`src/rtl/apb2amm_pkg.sv`:
```
// Shared definitions for the APB4 to Avalon-MM bridge: FSM state encoding
// and the Avalon response code that means success.
package apb2amm_pkg;

  typedef enum logic [1:0] {
    ST_IDLE   = 2'd0,
    ST_REQ    = 2'd1,
    ST_RDWAIT = 2'd2,
    ST_RESP   = 2'd3
  } state_t;

  localparam logic [1:0] AMM_RSP_OKAY = 2'b00;

endpackage

```
`src/rtl/apb2amm_timeout.sv`:
```
// Cycle counter for the bridge's optional timeout. It counts while enabled,
// returns to zero when cleared, and flags expiry in the TO_CYCLES-th
// consecutive enabled cycle.
module apb2amm_timeout #(
  parameter int TO_CYCLES = 1024
) (
  input  logic clk,
  input  logic rst_n,
  input  logic clear,
  input  logic enable,
  output logic expired
);

  localparam int CW = $clog2(TO_CYCLES);
  localparam logic [CW-1:0] LAST = CW'(TO_CYCLES - 1);

  logic [CW-1:0] cnt;

  // Count enabled cycles; any clear restarts the window from zero.
  always_ff @(posedge clk or negedge rst_n) begin
    if (!rst_n) begin
      cnt <= '0;
    end else if (clear) begin
      cnt <= '0;
    end else if (enable && (cnt != LAST)) begin
      cnt <= cnt + 1'b1;
    end
  end

  assign expired = enable && (cnt == LAST);

endmodule

```
`src/rtl/apb2amm_sync.sv`:
```
// Registered APB4 slave to Avalon-MM master bridge, one transfer in flight.
// Every APB and Avalon output comes straight from a flop. Reads complete
// either at command accept or on READDATAVALID (USE_RDV). A write with no
// strobes set completes without any Avalon cycle.
// Build option: define APB2AMM_TIMEOUT_EN to abort a stalled transfer after
// TO_CYCLES cycles with PSLVERR=1; without it the bridge waits indefinitely.
module apb2amm_sync
  import apb2amm_pkg::*;
#(
  parameter int DW        = 32,
  parameter int AW        = 32,
  parameter int USE_RDV   = 0,
  parameter int TO_CYCLES = 1024
) (
  input  logic            CLK,
  input  logic            RST_N,
  input  logic            APBS_PSEL,
  input  logic            APBS_PENABLE,
  input  logic [AW-1:0]   APBS_PADDR,
  input  logic            APBS_PWRITE,
  input  logic [DW-1:0]   APBS_PWDATA,
  input  logic [DW/8-1:0] APBS_PSTRB,
  output logic [DW-1:0]   APBS_PRDATA,
  output logic            APBS_PREADY,
  output logic            APBS_PSLVERR,
  output logic [AW-1:0]   AMM_ADDRESS,
  output logic [DW-1:0]   AMM_WRITEDATA,
  output logic [DW/8-1:0] AMM_BYTEENABLE,
  output logic            AMM_WRITE,
  output logic            AMM_READ,
  input  logic [DW-1:0]   AMM_READDATA,
  input  logic            AMM_WAITREQUEST,
  input  logic            AMM_READDATAVALID,
  input  logic [1:0]      AMM_RESPONSE
);

  localparam int BW = DW / 8;
  // Clears the byte-lane bits so the Avalon address is word aligned.
  localparam logic [AW-1:0] ALIGN_MASK = ~AW'(BW - 1);

  state_t state;
  logic   is_write;
  logic   busy;
  logic   timeout;

  function automatic logic rsp_err(input logic [1:0] rsp);
    return rsp != AMM_RSP_OKAY;
  endfunction

  function automatic logic [DW-1:0] rsp_data(input logic [DW-1:0] d, input logic [1:0] rsp);
    return rsp_err(rsp) ? '0 : d;
  endfunction

  assign busy = (state == ST_REQ) || (state == ST_RDWAIT);

`ifdef APB2AMM_TIMEOUT_EN
  apb2amm_timeout #(
    .TO_CYCLES(TO_CYCLES)
  ) u_timeout (
    .clk    (CLK),
    .rst_n  (RST_N),
    .clear  (!busy),
    .enable (busy),
    .expired(timeout)
  );
`else
  // No timeout counter in this build: the bridge waits indefinitely, and
  // TO_CYCLES has no effect.
  assign timeout = 1'b0 && (TO_CYCLES < 2);
`endif

  // Transfer FSM; owns every registered APB and Avalon output.
  always_ff @(posedge CLK or negedge RST_N) begin
    if (!RST_N) begin
      state          <= ST_IDLE;
      is_write       <= 1'b0;
      APBS_PREADY    <= 1'b0;
      APBS_PSLVERR   <= 1'b0;
      APBS_PRDATA    <= '0;
      AMM_ADDRESS    <= '0;
      AMM_WRITEDATA  <= '0;
      AMM_BYTEENABLE <= '0;
      AMM_WRITE      <= 1'b0;
      AMM_READ       <= 1'b0;
    end else begin
      APBS_PREADY <= 1'b0;
      case (state)
        ST_IDLE: begin
          if (APBS_PSEL && APBS_PENABLE) begin
            AMM_ADDRESS   <= APBS_PADDR & ALIGN_MASK;
            AMM_WRITEDATA <= APBS_PWDATA;
            is_write      <= APBS_PWRITE;
            if (APBS_PWRITE) begin
              AMM_BYTEENABLE <= APBS_PSTRB;
              if (APBS_PSTRB == '0) begin
                // Nothing to write: acknowledge without touching Avalon.
                state        <= ST_RESP;
                APBS_PREADY  <= 1'b1;
                APBS_PSLVERR <= 1'b0;
                APBS_PRDATA  <= '0;
              end else begin
                AMM_WRITE <= 1'b1;
                state     <= ST_REQ;
              end
            end else begin
              AMM_BYTEENABLE <= '1;
              AMM_READ       <= 1'b1;
              state          <= ST_REQ;
            end
          end
        end
        ST_REQ: begin
          if (!AMM_WAITREQUEST) begin
            AMM_WRITE <= 1'b0;
            AMM_READ  <= 1'b0;
            if (is_write) begin
              state        <= ST_RESP;
              APBS_PREADY  <= 1'b1;
              APBS_PSLVERR <= 1'b0;
              APBS_PRDATA  <= '0;
            end else if ((USE_RDV == 0) || AMM_READDATAVALID) begin
              // Data arrives with the accept: skip the pipelined wait.
              state        <= ST_RESP;
              APBS_PREADY  <= 1'b1;
              APBS_PSLVERR <= rsp_err(AMM_RESPONSE);
              APBS_PRDATA  <= rsp_data(AMM_READDATA, AMM_RESPONSE);
            end else begin
              state <= ST_RDWAIT;
            end
          end else if (timeout) begin
            AMM_WRITE    <= 1'b0;
            AMM_READ     <= 1'b0;
            state        <= ST_RESP;
            APBS_PREADY  <= 1'b1;
            APBS_PSLVERR <= 1'b1;
            APBS_PRDATA  <= '0;
          end
        end
        ST_RDWAIT: begin
          if (AMM_READDATAVALID) begin
            state        <= ST_RESP;
            APBS_PREADY  <= 1'b1;
            APBS_PSLVERR <= rsp_err(AMM_RESPONSE);
            APBS_PRDATA  <= rsp_data(AMM_READDATA, AMM_RESPONSE);
          end else if (timeout) begin
            state        <= ST_RESP;
            APBS_PREADY  <= 1'b1;
            APBS_PSLVERR <= 1'b1;
            APBS_PRDATA  <= '0;
          end
        end
        ST_RESP: begin
          // PREADY falls via the default above; a late READDATAVALID is ignored.
          state <= ST_IDLE;
        end
        default: state <= ST_IDLE;
      endcase
    end
  end

endmodule
```
`config.mk`:
```
export PLATFORM = sky130hd
export DESIGN_NAME = apb2amm_sync
export DESIGN_NICKNAME = d
export VERILOG_FILES = /design/src/rtl/apb2amm_pkg.sv /design/src/rtl/apb2amm_timeout.sv /design/src/rtl/apb2amm_sync.sv
export SDC_FILE = /design/constraint.sdc
export NUM_CORES = 1
export LEC_CHECK = 0
export CAP_MARGIN = 25
export CELL_PAD_IN_SITES_DETAIL_PLACEMENT = 1
export CELL_PAD_IN_SITES_GLOBAL_PLACEMENT = 1
export CORE_MARGIN = 2
export CORE_UTILIZATION = 33
export DETAILED_ROUTE_END_ITERATION = 10
export GPL_ROUTABILITY_DRIVEN = 0
export PLACE_DENSITY_LB_ADDON = 0.05
export SLEW_MARGIN = 25
export SYNTH_ARGS = -nofsm -noshare
export SYNTH_HDL_FRONTEND = slang
export SYNTH_HIERARCHICAL = 1
export SYNTH_SLANG_ARGS = --single-unit
```
`constraint.sdc`:
```
create_clock -name CLK -period 2.6 [get_ports CLK]
set_input_delay 0.78 -clock CLK [delete_from_list [all_inputs] [get_ports CLK]]
set_output_delay 0.78 -clock CLK [all_outputs]
set_load 0.05 [all_outputs]
```
### After elaboration in Yosys (flattened, before gate mapping)

Index checks and enable logic that the tools add are counted.

* register bits: 105
* bits in latches: 0
* memory bits (writable): 0
* bits in read-only memories: 0
* input bits: 109
* output and inout port bits: 104
* logic and storage cells: 67
* memories: 0

* add/subtract/negate cells: 0
* multipliers: 0
* divide/modulo/power cells: 0
* order comparisons: 0
* equality and inequality tests: 10
* shifts and indexed selects: 0
* multiplexer cells: 36
* bitwise gates (word level): 0
* reduce and logical (&&, ||, !) cells: 11

Operators by type and width (count)
* $mux W32: 7
* $pmux W32 S3: 1
* $mux W1: 17
* $ne A2 B2 Y1 const B: 7
* $mux W2: 5
* $pmux W2 S4: 1
* $pmux W1 S3: 2
* $reduce_and A6 Y1: 1
* $reduce_and A5 Y1: 1
* $eq A2 B2 Y1 const B: 2
* $logic_not A4 Y1: 1
* $mux W4: 1
* $pmux W1 S2: 2
* $reduce_and A4 Y1: 1
* $reduce_bool A2 Y1: 2
* $reduce_and A3 Y1: 1
* $reduce_bool A3 Y1: 1
* $eq A2 B1 Y1 const B: 1
* $logic_not A2 Y1: 1
* $reduce_and A2 Y1: 1
* $logic_and A1 B1 Y1: 1

### Longest topological paths before layout

Gate-level depths: netlist of run 1.

* word-level depth: 5
* gate-level depth with buffers: 7
* depth with buffers taken out: 6

### Least setup slack after synthesis of run 1

No wires, ideal clock.

* path type: input to register
* start point: input APBS_PSTRB[1]
* end point: register APBS_PSLVERR
* library setup time: 0.128 ns
* arrival time: 1.751 ns
* data required time: 2.472 ns
* slack: 0.721 ns
* stages: 5
* buffers on the path: 1
* cells stage by stage: and2b_1 > nor4b_4 > o2111ai_4 > buf_6 > mux2i_1

* word-level cells in the longest chain between the ends: 3

Ends and longest elaborated chain
* start: declaration: line apb2amm_sync.sv:22 `input logic [DW/8-1:0] APBS_PSTRB,`
* $logic_not A4 Y1: line apb2amm_sync.sv:95 `if (APBS_PSTRB == '0) begin`
* $ne A2 B2 Y1 (no source line)
* $reduce_and A6 Y1 (no source line)
* end signal: assignment: line apb2amm_sync.sv:125 `APBS_PSLVERR <= rsp_err(AMM_RESPONSE);`
* end signal: assignment: line apb2amm_sync.sv:143 `APBS_PSLVERR <= rsp_err(AMM_RESPONSE);`
* end: declaration: line apb2amm_sync.sv:25 `output logic APBS_PSLVERR,`

Every way passes these cells.
A chain may end at the register's enable or synchronous reset.

### Worst setup path in the final report of run 1

* start point: register AMM_WRITE
* end point: output AMM_WRITE

RTL lines
* start: declaration: line apb2amm_sync.sv:29 `output logic AMM_WRITE,`
* start signal: assignment: line apb2amm_sync.sv:83 `AMM_WRITE <= 1'b0;`
* start signal: assignment: line apb2amm_sync.sv:102 `AMM_WRITE <= 1'b1;`
* start signal: assignment: line apb2amm_sync.sv:114 `AMM_WRITE <= 1'b0;`

No word-level cell between the ends.

==> results of run 1 <==
-- report_power, final --
group | internal, mW | leakage (nW) | total [mW] | switching [mW]
Sequential | 2.29 | 1.33 | 2.63 | 0.339
Clock | 0.780 | 0.150 | 1.38 | 0.601
Combinational | 2.00 | 1.60 | 5.35 | 3.34
-- metal layers --
metal,track usage,wire length [microns],vias to the layer above
li1,-,-,1520
met1,0.208,4780,1626
met2,0.288,5890,119
met3,0.0661,1060,8
met4,0.0536,118,0
met5,0,0,-
-- synthesized netlist by cell type --
master     number  area share
a311o_1         1      0.0023
o41ai_1         1      0.0020
clkbuf_1       10      0.0086
a222oi_1        1      0.0023
nand3_1         1      0.0011
buf_4           2      0.0034
and2b_1         1      0.0017
o2bb2ai_1       1      0.0020
nor2_1          5      0.0043
nor2b_1         4      0.0057
o211a_1         1      0.0023
inv_1          38       0.033
buf_6           3      0.0077
o2111ai_4       1      0.0060
dfrtp_1       105        0.60
a22oi_2         1      0.0029
nor4_1          1      0.0014
a21boi_0        1      0.0017
mux2i_1        36       0.082
o21ai_0         4      0.0046
nand2b_1        1      0.0014
mux2_2         63        0.16
conb_1          1     0.00086
nor4b_4         1      0.0054
nand2_1        40       0.034
o221ai_1        1      0.0020
ha_1            6       0.017
-- sequential cells by signal, indices dropped and copies added (netlist names) --
signal / count
AMM_WRITEDATA: 32
APBS_PRDATA: 32
AMM_ADDRESS: 30
AMM_BYTEENABLE: 4
state: 2
AMM_READ: 1
AMM_WRITE: 1
APBS_PREADY: 1
APBS_PSLVERR: 1
is_write: 1
-- worst reg2reg max path, delay by kind of cell (launching register included) --
| kind | cells | cell delay, ps |
|---|---|---|
| flip-flops | 1 | 420 |
| multiplexers | 1 | 250 |
| AO/OA/AOI/OAI | 1 | 240 |
| adder cells (fa/ha/maj) | 1 | 330 |
| buffers and inverters | 3 | 570 |
-- metrics by stage --
stage	power [mW]	utilization
floorplan	6.18	-
global placement	7.96	0.515
detailed placement	8.08	0.515
CTS	9.50	0.539
global route	9.81	0.539
finish	9.36	0.539
-- layout make-up --
class	count	area share
Clock inverter	5	0.00923
Multi-Input combinational cell	174	0.217
Clock buffer	11	0.0344
Timing Repair Buffer	217	0.315
Inverter	38	0.0202
Tap cell	176	0.0312
Sequential cell	105	0.373
-- path summary, 6_finish.rpt --
check	start	to	slack, ps	cells past startpoint
min in group CLK	AMM_BYTEENABLE[2]	AMM_BYTEENABLE[2]	480	2
max in group asynchronous	RST_N	AMM_ADDRESS[27]	1550	2
min	RST_N	AMM_BYTEENABLE[3]	400	1
max reg2reg	state[0]	APBS_PRDATA[14]	720	6
max	AMM_WRITE	AMM_WRITE	270	1
min reg2reg	AMM_BYTEENABLE[2]	AMM_BYTEENABLE[2]	480	2
-- cells by family after synthesis --
| family | after synthesis |
|---|---|
| DFF | 105 |
| muxes | 99 |
| and+or+nand+nor | 54 |
| buffers and inverters | 53 |
| AOI/OAI and AO/OA | 13 |
| adders and majority gates | 6 |
| other | 1 |
==> key figures, run 1 <==
Critical path
  – CP startpoint kind: flop
  – Critical path arrival: between 1500 and 2000 ps
  – CP bufs+invs: 1
  – Worst path max stage delay: between 800 and 900 ps
  – Slowest cell on the critical path: clkdlybuf4s50_1
  – Family with the most delay on the worst path: buffers and inverters
  – Crit path required time: ~1800 ps
  – Max Fanout on Critical Path: 3
  – Cells along the critical path: clkdlybuf4s50_1
  – Worst Setup End Kind: output port
  – CP Class: flop to output port

Timing
  – Period utilization: 0.895
  – Final Skew: 7.73 ps
  – Setup ws final: approximately 270 ps
  – RSZ-0062 raised after global routing: no
  – Hold violation total from the final report: 0
  – Slew Limit Fails: 0
  – Worst slew margin: 0.620
  – Fin Setup TNS: 0 ps
  – Min Clock Period, post-route: ~2300 ps
  – Setup violators final: 0
  – Final hold slack: between 300 and 400 ps
  – FMAX: approximately 0.43 GHz
  – Worst-Margin Slew: ~570 ps

Yosys
  – Mux cell area share after synthesis: 0.245
  – Post-synthesis sequential area ratio: 0.601
  – Post-synthesis simple-gate area fraction: 0.0555
  – Post-Syn Area: 4370 sq um
  – Warnings, synthesis: 6
  – Synth Area in Compound Gates: 0.0281
  – #FFs+latches synth: 105
  – Synth Area in Adders: 0.0172
  – Syn_area_per_cell: between 10 and 15 sq um
  – Main combinational cell family by area after synthesis: multiplexers
  – Synth Area in XOR/XNOR: 0
  – Yosys cell types: 27
  – Cells after synthesis: 331

Placed design
  – # port buffers: ~210
  – Post-DP HPWL: approximately 9100 microns
  – Placed Cells: 710
  – Pre-CTS setup slack: approximately 130 ps
  – DP Area: about 6700 sq um

GRT
  – Vias in the first global route: approximately 3500
  – Total congestion overflow: 0
  – Initial antenna violation count: 0
  – Global Route Usage Sum: 0.173
  – Global-route wire length before repair: 19100 microns
  – Largest net degree at the start of global routing: between 40 and 50

Floorplan
  – Core Footprint: 13100 sq um
  – Top-Level Pins: roughly 210
  – Die H: ~120 microns
  – Initial core utilization: 0.334
  – Die Area: approximately 14000 sq um
  – Num rows: 42
  – Die X-Extent: approximately 120 microns

Clock network
  – CTS clk-pin slew, worst paths: about 60 ps
  – CTS tree: built
  – H-Tree Depth: 3
  – CTS max path bufs: 2
  – Clock tree sinks: 105
  – Hold Buf Count CTS: 0
  – Clock latency on the worst-skew pair: 340 ps
  – Num CTS Buffers: 9
  – Clock root buffer: clkbuf_16
  – Setup bufs post-CTS: 0
  – Resized Gates After CTS: 0

Run status
  – Status: complete, no violations

Cells and area
  – Register Area: around 2600 sq um
  – Layout area overhead: 61.3%
  – Fillcell total: approximately 1300
  – Finished Layout Cells: a little over 700
  – Footprint of the multi-input gates: 1530 sq um
  – Layout cells sized above 1: 0.167
  – Nets: 660
  – # diodes: 0
  – Most common cell after layout, fill and taps aside: clkdlybuf4s50_1
  – Most frequent cells in the layout: 207 x clkdlybuf4s50_1, 105 x dfrtp_1, 63 x mux2_2
  – Final instance area: roughly 7100 sq um

Route
  – DRC violation total after the first TritonRoute iteration: between 90 and 100
  – Router iterations before antenna repair: 4
  – Vias per cell: 4.51
  – Total wire length: approximately 12000 microns
  – Antenna viol nets, final: 0
  – Drt wl/cell: between 15 and 20 microns
  – Drt drc: 0
  – DR vias: about 3300

Flow run
  – Max_cap viols: 0

Pwr
  – Peak supply drop: 545 uV
  – Pleak: around 3.1 nW
  – Cell Pwr Density: around 1300 nW/um^2

Min path
  – Hold WC Path Type: input port to async pin
(Power assumes the default switching activity.)
==> inputs of run 2 (changes only) <==
--- a/config.mk
+++ b/config.mk
@@ -5,11 +5,13 @@
 export SDC_FILE = /design/constraint.sdc
 export NUM_CORES = 1
 export LEC_CHECK = 0
+export ABC_AREA = 1
 export CAP_MARGIN = 25
 export CELL_PAD_IN_SITES_DETAIL_PLACEMENT = 1
 export CELL_PAD_IN_SITES_GLOBAL_PLACEMENT = 1
 export CORE_MARGIN = 2
 export CORE_UTILIZATION = 33
+export CTS_BUF_LIST = sky130_fd_sc_hd__clkbuf_4 sky130_fd_sc_hd__clkbuf_8 sky130_fd_sc_hd__clkbuf_16
 export DETAILED_ROUTE_END_ITERATION = 10
 export GPL_ROUTABILITY_DRIVEN = 0
 export PLACE_DENSITY_LB_ADDON = 0.05
==> key figures, run 2 <==
Run status
  – Status: complete, no violations

Route
  – Antenna viol nets, final: 0 (unchanged)
  – Vias per cell: 4.42 (-1.9%)
  – Router iterations before antenna repair: 4 (unchanged)
  – DRC violation total after the first TritonRoute iteration: 180 (+89%)
  – Drt drc: 0 (unchanged)
  – Total wire length: 15700 microns (+33%)
  – DR vias: 4752 (+45%)
  – Drt wl/cell: 14.6 microns (-10%)

Timing
  – FMAX: 0.426 GHz (-0.85%)
  – Period utilization: 0.902 (+0.00765)
  – RSZ-0062 raised after global routing: no
  – Worst slew margin: 0.611 (-0.00897)
  – Hold violation total from the final report: 0 (unchanged)
  – Final Skew: 7.39 ps (-0.338 ps)
  – Fin Setup TNS: 0 ps (unchanged)
  – Worst-Margin Slew: 582 ps (+13.4 ps)
  – Min Clock Period, post-route: 2350 ps (+19.9 ps)
  – Setup violators final: 0 (unchanged)
  – Slew Limit Fails: 0 (unchanged)
  – Setup ws final: 254 ps (-19.9 ps)
  – Final hold slack: 387 ps (-9.24 ps)

Floorplan
  – Initial core utilization: 0.334 (about the same)
  – Die X-Extent: 130 microns (+9.0%)
  – Die Area: 16900 sq um (+19%)
  – Top-Level Pins: 213 (unchanged)
  – Core Footprint: 15700 sq um (+20%)
  – Die H: 130 microns (+9.0%)
  – Num rows: 46 (+9.5%)

Cells and area
  – Biggest regs: AMM_WRITEDATA x32, APBS_PRDATA x32, AMM_ADDRESS x30
  – Layout area overhead: 47.6%
  – # diodes: 0 (unchanged)
  – Register Area: 2630 sq um (unchanged)
  – Most frequent cells in the layout: 301 x nand2_1, 207 x clkdlybuf4s50_1, 105 x dfrtp_1
  – Most common cell after layout, fill and taps aside: nand2_1
  – Nets: 968 (+47%)
  – Fillcell total: 1874 (+41%)
  – Footprint of the multi-input gates: 2010 sq um (+32%)
  – Layout cells sized above 1: 0.0629 (-0.104)

Clock network
  – Setup bufs post-CTS: 0 (unchanged)
  – CTS max path bufs: 2 (unchanged)
  – H-Tree Depth: 3 (unchanged)
  – Num CTS Buffers: 9 (unchanged)
  – Clock root buffer: clkbuf_16
  – Resized Gates After CTS: 0 (unchanged)
  – CTS clk-pin slew, worst paths: 70 ps (about the same)
  – Clock latency on the worst-skew pair: 350 ps (about the same)
  – Hold Buf Count CTS: 0 (unchanged)
  – CTS tree: built
  – Clock tree sinks: 105 (unchanged)

Yosys
  – Synth Area in Compound Gates: 0.0718 (+0.0438)
  – Yosys top cell area share: 0.503 (-0.0984)
  – Post-synth EDFFs: 0 (unchanged)
  – Cell taking the most area after synthesis: dfrtp_1
  – Synth Area in XOR/XNOR: 0 (unchanged)
  – Synth Area in Adders: 0.0144 (-0.00281)
  – #FFs+latches synth: 105 (unchanged)
  – Syn_area_per_cell: 7.93 sq um (-40%)
  – Ys async rst share: 1.00 (unchanged)
  – Area contributors post-synth: dfrtp_1 50%, nand2_1 22%, inv_1 5.3%, o21bai_1 3.4%, nand3_1 3.1%
  – Leading cell type by number of instances after synthesis: nand2_1
  – Post-Syn Area: 5230 sq um (+20%)
  – Synth top cells by count: 301 x nand2_1, 105 x dfrtp_1, 74 x inv_1, 42 x nor2_1, 32 x nand3_1
  – Ys flop type: dfrtp_1
  – Post-synthesis simple-gate area fraction: 0.298 (+0.242)
  – Warnings, synthesis: 6 (unchanged)
  – Post-synthesis sequential area ratio: 0.503 (-0.0984)
  – Cells after synthesis: 659 (+99%)
  – Main combinational cell family by area after synthesis: simple AND/OR/NAND/NOR gates
  – Mux cell area share after synthesis: 0 (-0.245)
  – Yosys cell types: 29 (+7.4%)

Critical path
  – Cells on worst reg2reg path: 6 (unchanged)
  – R2R Path End: AMM_BYTEENABLE[2]
  – CP Class: flop to output port
  – Critical path arrival: 1570 ps (+20 ps)
  – CP Depth: 1 (unchanged)
  – Cells along the critical path: clkdlybuf4s50_1
  – Max Fanout on Critical Path: 2 (-1)
  – Critical register-to-register path startpoint: state[1]
  – Critical Path Source: AMM_BYTEENABLE[2]
  – Critical path capture point: AMM_BYTEENABLE[2]
  – CP startpoint kind: flop
  – Slowest cell on the critical path: clkdlybuf4s50_1
  – Worst Setup End Kind: output port
  – Worst path max stage delay: 850 ps (+30 ps)
  – Crit path required time: 1820 ps (about the same)
  – CP bufs+invs: 1 (unchanged)
  – R2r setup slk: 690 ps (-30 ps)
  – Family with the most delay on the worst path: buffers and inverters

Pwr
  – Cell Pwr Density: 1360 nW/um^2 (+2.6%)
  – Peak supply drop: 493 uV (-9.6%)
  – Pleak: 3.88 nW (+26%)

GRT
  – Global Route Usage Sum: 0.185 (+0.0111)
  – Global-route wire length before repair: 24500 microns (+28%)
  – Initial antenna violation count: 0 (unchanged)
  – Vias in the first global route: 4909 (+42%)
  – Largest net degree at the start of global routing: 67 (+37%)
  – Total congestion overflow: 0 (unchanged)

Flow run
  – Max_cap viols: 0 (unchanged)

Placed design
  – Post-DP HPWL: 11400 microns (+25%)
  – # port buffers: 208 (unchanged)
  – Pre-CTS setup slack: 200 ps (+66.1 ps)

Min path
  – Hold WC Path Type: input port to async pin
==> run 2: metrics by stage <==
stage	cell area [sq um]	total power [mW]	util	instances
final	7710	10.5	0.493	1074
after global routing	7710	11.2	0.493	1074
after CTS	7710	10.7	0.493	1074
after detailed placement	7420	9.23	0.474	1058
after global placement	7420	9.07	0.474	1058
after floorplan	5230	7.20	-	660
==> run 2: layout make-up <==
| type | count | area share |
|---|---|---|
| clock buffer | 11 | 0.0311 |
| clock inverter | 5 | 0.00730 |
| inverter | 77 | 0.0378 |
| multi-input combinational | 439 | 0.261 |
| sequential | 105 | 0.341 |
| tap | 216 | 0.0350 |
| timing repair buffer | 221 | 0.287 |
==> run 2: metal layers <==
metal / up-vias / wire [microns] / track usage
met3: 21 / 702 / 0.0258
met2: 140 / 7520 / 0.319
met4: 0 / 352 / 0.0708
met1: 2245 / 7160 / 0.235
li1: 2346 / - / -
met5: - / 0 / 0
==> run 2: worst min-delay path by stage <==
stage / from / endpoint / slack (ps) / cells after the start
final: RST_N / AMM_ADDRESS[14] / 390 / 1
after global placement: AMM_ADDRESS[23] / AMM_ADDRESS[23] / 460 / 2
after detailed placement: AMM_WRITE / AMM_WRITE / 460 / 2
after global routing: RST_N / AMM_ADDRESS[14] / 420 / 1
after floorplan: RST_N / AMM_ADDRESS[10] / 480 / 0
after CTS: RST_N / AMM_ADDRESS[14] / 400 / 1
==> run 2: logic make-up after synthesis <==
| kind of cell | count (synthesis) |
|---|---|
| simple gates | 386 |
| buf+inv | 116 |
| flops | 105 |
| compound gates | 45 |
| fa+ha+maj | 6 |
| other cells | 1 |
==> run 2: where the power goes <==
part	internal, mW	switching [mW]
logic	1.99	4.44
clock network	0.768	0.616
registers	2.31	0.382
total	5.07	5.44
